**config.mk**
```make
export PLATFORM = sky130hd
export DESIGN_NAME = bouncing_sprites
export DESIGN_NICKNAME = d
export VERILOG_FILES = /design/src/rtl/sprites_pkg.sv /design/src/rtl/raster_scan.sv /design/src/rtl/bouncing_sprites.sv
export SDC_FILE = /design/constraint.sdc
export NUM_CORES = 1
export LEC_CHECK = 0
export CORE_MARGIN = 4
export CORE_UTILIZATION = 35
export CTS_BUF_LIST = sky130_fd_sc_hd__clkbuf_4
export DETAILED_ROUTE_END_ITERATION = 8
export DONT_BUFFER_PORTS = 1
export GPL_TIMING_DRIVEN = 0
export PLACE_DENSITY_LB_ADDON = 0.08
export SLEW_MARGIN = 5
export SYNTH_ARGS = -nofsm -noshare
export SYNTH_HDL_FRONTEND = slang
export SYNTH_SLANG_ARGS = --single-unit
```
**constraint.sdc**
```tcl
create_clock -name clk -period 7.1 [get_ports clk]
set_clock_uncertainty 0.05 [all_clocks]
set_input_delay 1.42 -clock clk [delete_from_list [all_inputs] [get_ports clk]]
set_output_delay 1.42 -clock clk [all_outputs]
set_load 0.02 [all_outputs]
```
**src/rtl/sprites_pkg.sv**
```systemverilog
// Shared types and constants for the bouncing_sprites renderer: colour palette,
// ball-update FSM states and the per-ball state record.
package sprites_pkg;

    // Wide enough for any supported resolution; the renderer clamps all maths to this.
    localparam int COORD_W = 12;

    // Entry 0 is the rightmost element of the concatenation.
    localparam logic [7:0][8:0] PALETTE = {
        9'h0DB, 9'h1FF, 9'h007, 9'h038, 9'h1C0, 9'h1F8, 9'h1C7, 9'h03F
    };

    localparam logic signed [COORD_W:0] STEP_POS = 1;
    localparam logic signed [COORD_W:0] STEP_NEG = -1;

    typedef enum logic {
        IDLE,
        UPDATE
    } fsm_state_t;

    // Velocity is always +1 or -1, so only its sign is stored.
    typedef struct packed {
        logic [COORD_W-1:0] x;
        logic [COORD_W-1:0] y;
        logic               dx_neg;
        logic               dy_neg;
        logic [2:0]         colour;
    } ball_t;

    // One motion step along one axis, one bit wider and signed so underflow shows as negative.
    function automatic logic signed [COORD_W:0] step_axis(input logic [COORD_W-1:0] pos,
                                                           input logic neg);
        return $signed({1'b0, pos}) + (neg ? STEP_NEG : STEP_POS);
    endfunction

endpackage

```
**src/rtl/raster_scan.sv**
```systemverilog
// Raster counter for bouncing_sprites: walks px/py in raster order, registers the linear
// pixel address and toggles swap at each frame wrap.
module raster_scan
    import sprites_pkg::*;
#(
    parameter int H_RES  = 640,
    parameter int V_RES  = 480,
    parameter int ADDR_W = 19
) (
    input  logic               clk,
    input  logic               rst,
    output logic [COORD_W-1:0] px,
    output logic [COORD_W-1:0] py,
    output logic               frame_wrap,
    output logic               swap,
    output logic [ADDR_W-1:0]  address
);

    logic wrap_q;

    assign frame_wrap = (px == COORD_W'(H_RES - 1)) && (py == COORD_W'(V_RES - 1));

    // swap is delayed one cycle so it flips together with address 0 of the new frame.
    always_ff @(posedge clk) begin
        if (rst) begin
            px      <= '0;
            py      <= '0;
            wrap_q  <= 1'b0;
            swap    <= 1'b0;
            address <= '0;
        end else begin
            address <= ADDR_W'(py * H_RES + px);
            wrap_q  <= frame_wrap;
            swap    <= swap ^ wrap_q;
            if (px == COORD_W'(H_RES - 1)) begin
                px <= '0;
                py <= frame_wrap ? '0 : py + 1'b1;
            end else begin
                px <= px + 1'b1;
            end
        end
    end

endmodule

```
**src/rtl/bouncing_sprites.sv**
```systemverilog
// Multi-ball sprite renderer: raster scan plus a sequential per-ball bounce FSM with
// double-buffered display positions. Define BOUNCING_SPRITES_BORDER_EN for a white frame border.
module bouncing_sprites
    import sprites_pkg::*;
#(
    parameter int H_RES           = 640,
    parameter int V_RES           = 480,
    parameter int ADDR_W          = 19,
    parameter int NUM_BALLS       = 4,
    parameter int BALL_SIZE       = 10,
    parameter int FRAMES_PER_STEP = 1
) (
    input  logic              clk,
    input  logic              rst,
    output logic              swap,
    output logic [8:0]        data,
    output logic [ADDR_W-1:0] address
);

    localparam int STEP_W = (FRAMES_PER_STEP > 1) ? $clog2(FRAMES_PER_STEP) : 1;
    localparam int IDX_W  = (NUM_BALLS > 1) ? $clog2(NUM_BALLS) : 1;
    localparam logic signed [COORD_W:0] X_MAX = (COORD_W+1)'(H_RES - BALL_SIZE);
    localparam logic signed [COORD_W:0] Y_MAX = (COORD_W+1)'(V_RES - BALL_SIZE);

    logic [COORD_W-1:0] px, py;
    logic               frame_wrap;

    raster_scan #(
        .H_RES  (H_RES),
        .V_RES  (V_RES),
        .ADDR_W (ADDR_W)
    ) u_raster_scan (
        .clk        (clk),
        .rst        (rst),
        .px         (px),
        .py         (py),
        .frame_wrap (frame_wrap),
        .swap       (swap),
        .address    (address)
    );

    function automatic ball_t init_ball(input int i);
        ball_t b;
        int    xi;
        xi = (i + 1) * (H_RES / (NUM_BALLS + 1));
        if (xi > H_RES - BALL_SIZE) xi = H_RES - BALL_SIZE;
        b.x      = COORD_W'(xi);
        b.y      = COORD_W'(V_RES / 2);
        b.dx_neg = (i % 2) != 0;
        b.dy_neg = (i % 2) == 0;
        b.colour = 3'(i % 8);
        return b;
    endfunction

    ball_t              work [NUM_BALLS];
    ball_t              disp [NUM_BALLS];
    fsm_state_t         state;
    logic [IDX_W-1:0]   idx;
    logic [STEP_W-1:0]  step_cnt;
    logic               armed;

    ball_t                     cur, nxt;
    logic signed [COORD_W:0]   nx, ny;
    logic                      bounce_x, bounce_y;
    logic [8:0]                pixel;

    assign armed = frame_wrap && (step_cnt == STEP_W'(FRAMES_PER_STEP - 1));

    // Single shared adder: only the ball selected by idx is evaluated each cycle.
    always_comb begin
        // NOTE: every always_comb output gets a default first so no path can infer a latch.
        cur      = work[idx];
        nxt      = cur;
        nx       = step_axis(cur.x, cur.dx_neg);
        ny       = step_axis(cur.y, cur.dy_neg);
        bounce_x = nx[COORD_W] || (nx > X_MAX);
        bounce_y = ny[COORD_W] || (ny > Y_MAX);
        if (bounce_x) nxt.dx_neg = ~cur.dx_neg;
        else          nxt.x      = nx[COORD_W-1:0];
        if (bounce_y) nxt.dy_neg = ~cur.dy_neg;
        else          nxt.y      = ny[COORD_W-1:0];
        if (bounce_x || bounce_y) nxt.colour = cur.colour + 3'd1;
    end

    // Descending scan so the lowest-index covering ball is the last writer and wins.
    always_comb begin
        pixel = 9'h000;
        for (int i = NUM_BALLS - 1; i >= 0; i--) begin
            if (px >= disp[i].x && px <= disp[i].x + COORD_W'(BALL_SIZE - 1) &&
                py >= disp[i].y && py <= disp[i].y + COORD_W'(BALL_SIZE - 1))
                pixel = PALETTE[disp[i].colour];
        end
`ifdef BOUNCING_SPRITES_BORDER_EN
        if (px == '0 || px == COORD_W'(H_RES - 1) || py == '0 || py == COORD_W'(V_RES - 1))
            pixel = 9'h1FF;
`endif
    end

    always_ff @(posedge clk) begin
        if (rst) begin
            data     <= 9'h000;
            state    <= IDLE;
            idx      <= '0;
            step_cnt <= '0;
            // NOTE: the ball arrays are small flop banks, not RAM, so resetting them is legal and
            // gives deterministic start positions.
            for (int i = 0; i < NUM_BALLS; i++) begin
                work[i] <= init_ball(i);
                disp[i] <= init_ball(i);
            end
        end else begin
            // NOTE: non-blocking assignments keep every register sampling pre-edge values.
            data <= pixel;
            if (frame_wrap) step_cnt <= armed ? '0 : step_cnt + 1'b1;
            if (armed) begin
                for (int i = 0; i < NUM_BALLS; i++) disp[i] <= work[i];
            end
            case (state)
                IDLE: begin
                    if (armed) begin
                        state <= UPDATE;
                        idx   <= '0;
                    end
                end
                UPDATE: begin
                    work[idx] <= nxt;
                    if (idx == IDX_W'(NUM_BALLS - 1)) state <= IDLE;
                    else                              idx   <= idx + 1'b1;
                end
                default: state <= IDLE;
            endcase
        end
    end

endmodule

```
==> impl_metrics.csv <==
group,metric,value,unit
detailed_routing,ant_nets,0,
finish,nets,2182,
cts,cts_buffer_depth,3,
cts,clock_sinks,281,
grt,grt_pass1_wl,81400,um
die,die_area,58300,um2
worst_setup_path,startpoint_type,"register",
place,pre_cts_ws,1.09,ns
finish,instances_no_fill,2659,
synth,ys_seq_elements,281,
detailed_routing,wl_per_cell,19.9,um
die,die_w,241,um
detailed_routing,dr.pass1.iters,5,
finish,synthToLayoutAreaGrowth,10.5,%
worst_setup_path,worst-setup-path-type,"reg2reg",
timing,period_needed,5.96,ns
timing,period_share,83.9,%
cts,post-cts-setup-buffers,0,
grt,grt.total_usage,18.5,%
cts,post_cts_resized,0,
grt,first_global_vias,13700,
worst_setup_path,worst-path-max-fanout,10,
timing,relSlewSlack,33.7,%
place,dp.cells,2528,
synth,async_flop_share,0,%
synth,ys_warn_count,0,
synth,synth_area,19100,um2
timing,worst_slew_pin_slew,0.995,ns
synth,ys_seq_area_share,41.2,%
cts,cts-htree-levels,3,
detailed_routing,vias,13600,
timing,finalHoldViolations,0,
power_and_ir_drop,p_leak,9.03,nW
timing,drv_slew,0,
grt,antenna_found_initial,1,
power_and_ir_drop,vdd_drop_max,0.104,mV
detailed_routing,vias_per_cell,5.11,
place,port_buffers,0,
die,start_util,35.4,%
synth,synthCells,1825,
die,num_io_pins,31,
cts,clkTransAtPathRegs,0.07,ns
timing,fmax,0.168,GHz
synth,synthesis.nets,2097,
synth,synth-main-ff-cell,"edfxtp_1",
hold_path,min_path_type,"reg2reg",
cts,cts_hold_buf,0,
synth,synth_edf_count,224,
worst_setup_path,rrSetupSlack,1.14,ns
worst_setup_path,critPathRequiredTime,7.55,ns
timing,setup_viol,0,
die,num_rows,85,
grt,grt_overflow_total,0,
die,die_y,241,um
cts,cts-root-buf,"clkbuf_4",
place,place_congestion,0.842,
die,core_area,53900,um2
timing,rsz0062_at_grt,"no",
power_and_ir_drop,power_density,174,nW/um2
worst_setup_path,arrival,6.41,ns
detailed_routing,initialDrtViolationCount,692,
cts,cts_tree,"done",
detailed_routing,wirelength,53000,um
finish,layout-drive-gt1-share,8.92,%
grt,grt_max_degree,34,
outcome,outcome,"complete, no violations",
place,place_hpwl,41600,um
run,drv_cap,0,
detailed_routing,drc,0,
synth,yosysUniqueCellTypes,69,
timing,worst_slack,1.14,ns
finish,fillCellCount,5345,
synth,avgSynthCellArea,10.5,um2
cts,clock_latency,0.82,ns
worst_setup_path,end_kind,"register",
cts,cts_buffers,76,
per-stage QoR:
stage / util [%] / setup TNS, ns / hold slack [ns] / power, mW / area (um2)
2_1_floorplan: - / 0 / 0.396 / 2.14 / 19100
3_3_place_gp: 37.0 / -42.09 / 0.429 / 2.25 / 20000
3_5_place_dp: 37.3 / 0 / 0.429 / 2.26 / 20100
4_1_cts: 39.1 / 0 / 0.448 / 3.73 / 21100
5_1_grt: 39.1 / 0 / 0.485 / 3.87 / 21100
6_report: 39.1 / 0 / 0.441 / 3.68 / 21100
synth_stat cells, types with 12 or more instances:
| master | n | area [um2] |
|---|---|---|
| nor3_1 | 50 | 250 |
| a31oi_1 | 12 | 75.1 |
| ha_1 | 266 | 3330 |
| nand3_1 | 40 | 200 |
| nand2_1 | 94 | 353 |
| xor2_1 | 31 | 272 |
| clkbuf_1 | 34 | 128 |
| o211ai_1 | 12 | 90.1 |
| nor2b_1 | 25 | 156 |
| edfxtp_1 | 224 | 6730 |
| and2_1 | 95 | 594 |
| nand4_1 | 38 | 238 |
| mux2i_1 | 24 | 240 |
| mux4_2 | 28 | 631 |
| a21oi_1 | 86 | 430 |
| nor2_1 | 165 | 619 |
| xnor2_1 | 108 | 946 |
| inv_1 | 140 | 526 |
| a21o_1 | 53 | 398 |
| dfxtp_1 | 57 | 1140 |
| o21ai_0 | 58 | 290 |
| nand2b_1 | 41 | 257 |
| o21a_1 | 17 | 128 |
kinds of logic after synthesis:
family,Yosys count,share of synthesized area [%]
buffers and inverters,186,3.76
xor gates and xnor gates,140,6.47
DFF,281,41.2
AOI/OAI and AO/OA,309,10.6
muxes,54,4.68
and+or+nand+nor,585,15.4
adders and majority gates,270,17.9
worst paths after layout:
kind,from,endpoint,depth (start not counted)
worst max-delay path,register,work[2][2]$_SDFFCE_PN0P_,14
worst min-delay path,u_raster_scan.wrap_q$_SDFF_PP0_,u_raster_scan.swap$_SDFF_PP0_,2
worst max register to register,register,work[2][2]$_SDFFCE_PN0P_,14
worst min register to register,u_raster_scan.wrap_q$_SDFF_PP0_,u_raster_scan.swap$_SDFF_PP0_,2
layout by cell type (no fill, tap or decap), drive strengths merged, types with 41 or more instances in the layout:
cell      n
dfxtp    57
o21ai    60
xnor2   109
nor2    165
inv     143
nor3     50
clkbuf  143
nand2b   41
nand2    94
a21o     53
a21oi    87
ha      266
and2     95
edfxtp  224
routing by layer:
metal  GRT usage [%]  up-vias  share of wire, %  wire [um]
li1                -     6795                 -          -
met1            26.1     6522                50      26400
met2            29.6      219                45      23800
met3            2.66       52               3.5       1830
met4            5.37        0               1.7        896
met5               0        -                 0          0
cell type report:
class / count / area, um2 / share of cell area [%]
multi-input combinational: 1358 / 10500 / 49.9
sequential: 281 / 7870 / 37.3
tap: 696 / 871 / 4.13
clock buffer: 109 / 818 / 3.88
inverter: 140 / 526 / 2.49
buffer: 46 / 191 / 0.908
timing repair buffer: 7 / 150 / 0.712
clock inverter: 21 / 134 / 0.635
antenna: 1 / 2.50 / 0.0119
where the power goes:
part	switching, mW	internal (mW)	total [mW]
logic	0.206	0.140	0.346
registers	0.0564	1.82	1.88
clock network	0.708	0.745	1.45
state kept, by name, summed over array words and instances (netlist names), 2 cells and up, named ones only:
register               flops
work                     116
disp                     108
u_raster_scan.address     19
u_raster_scan.px          12
u_raster_scan.py          12
data                       6
idx                        2
worst max-delay path, cell delays in order (launching register included):
cell	delay, ns
dfxtp_1	0.42
buf_2	0.42
buf_1	0.79
mux4_2	0.68
fa_1	0.44
a21oi_1	0.27
o211ai_1	0.17
a2111oi_2	0.56
nor3_1	0.10
or4b_1	0.55
a211o_1	0.28
buf_2	0.19
o31a_1	0.37
xnor2_2	0.25
nor2_1	0.07
(Power assumes the default switching activity.)
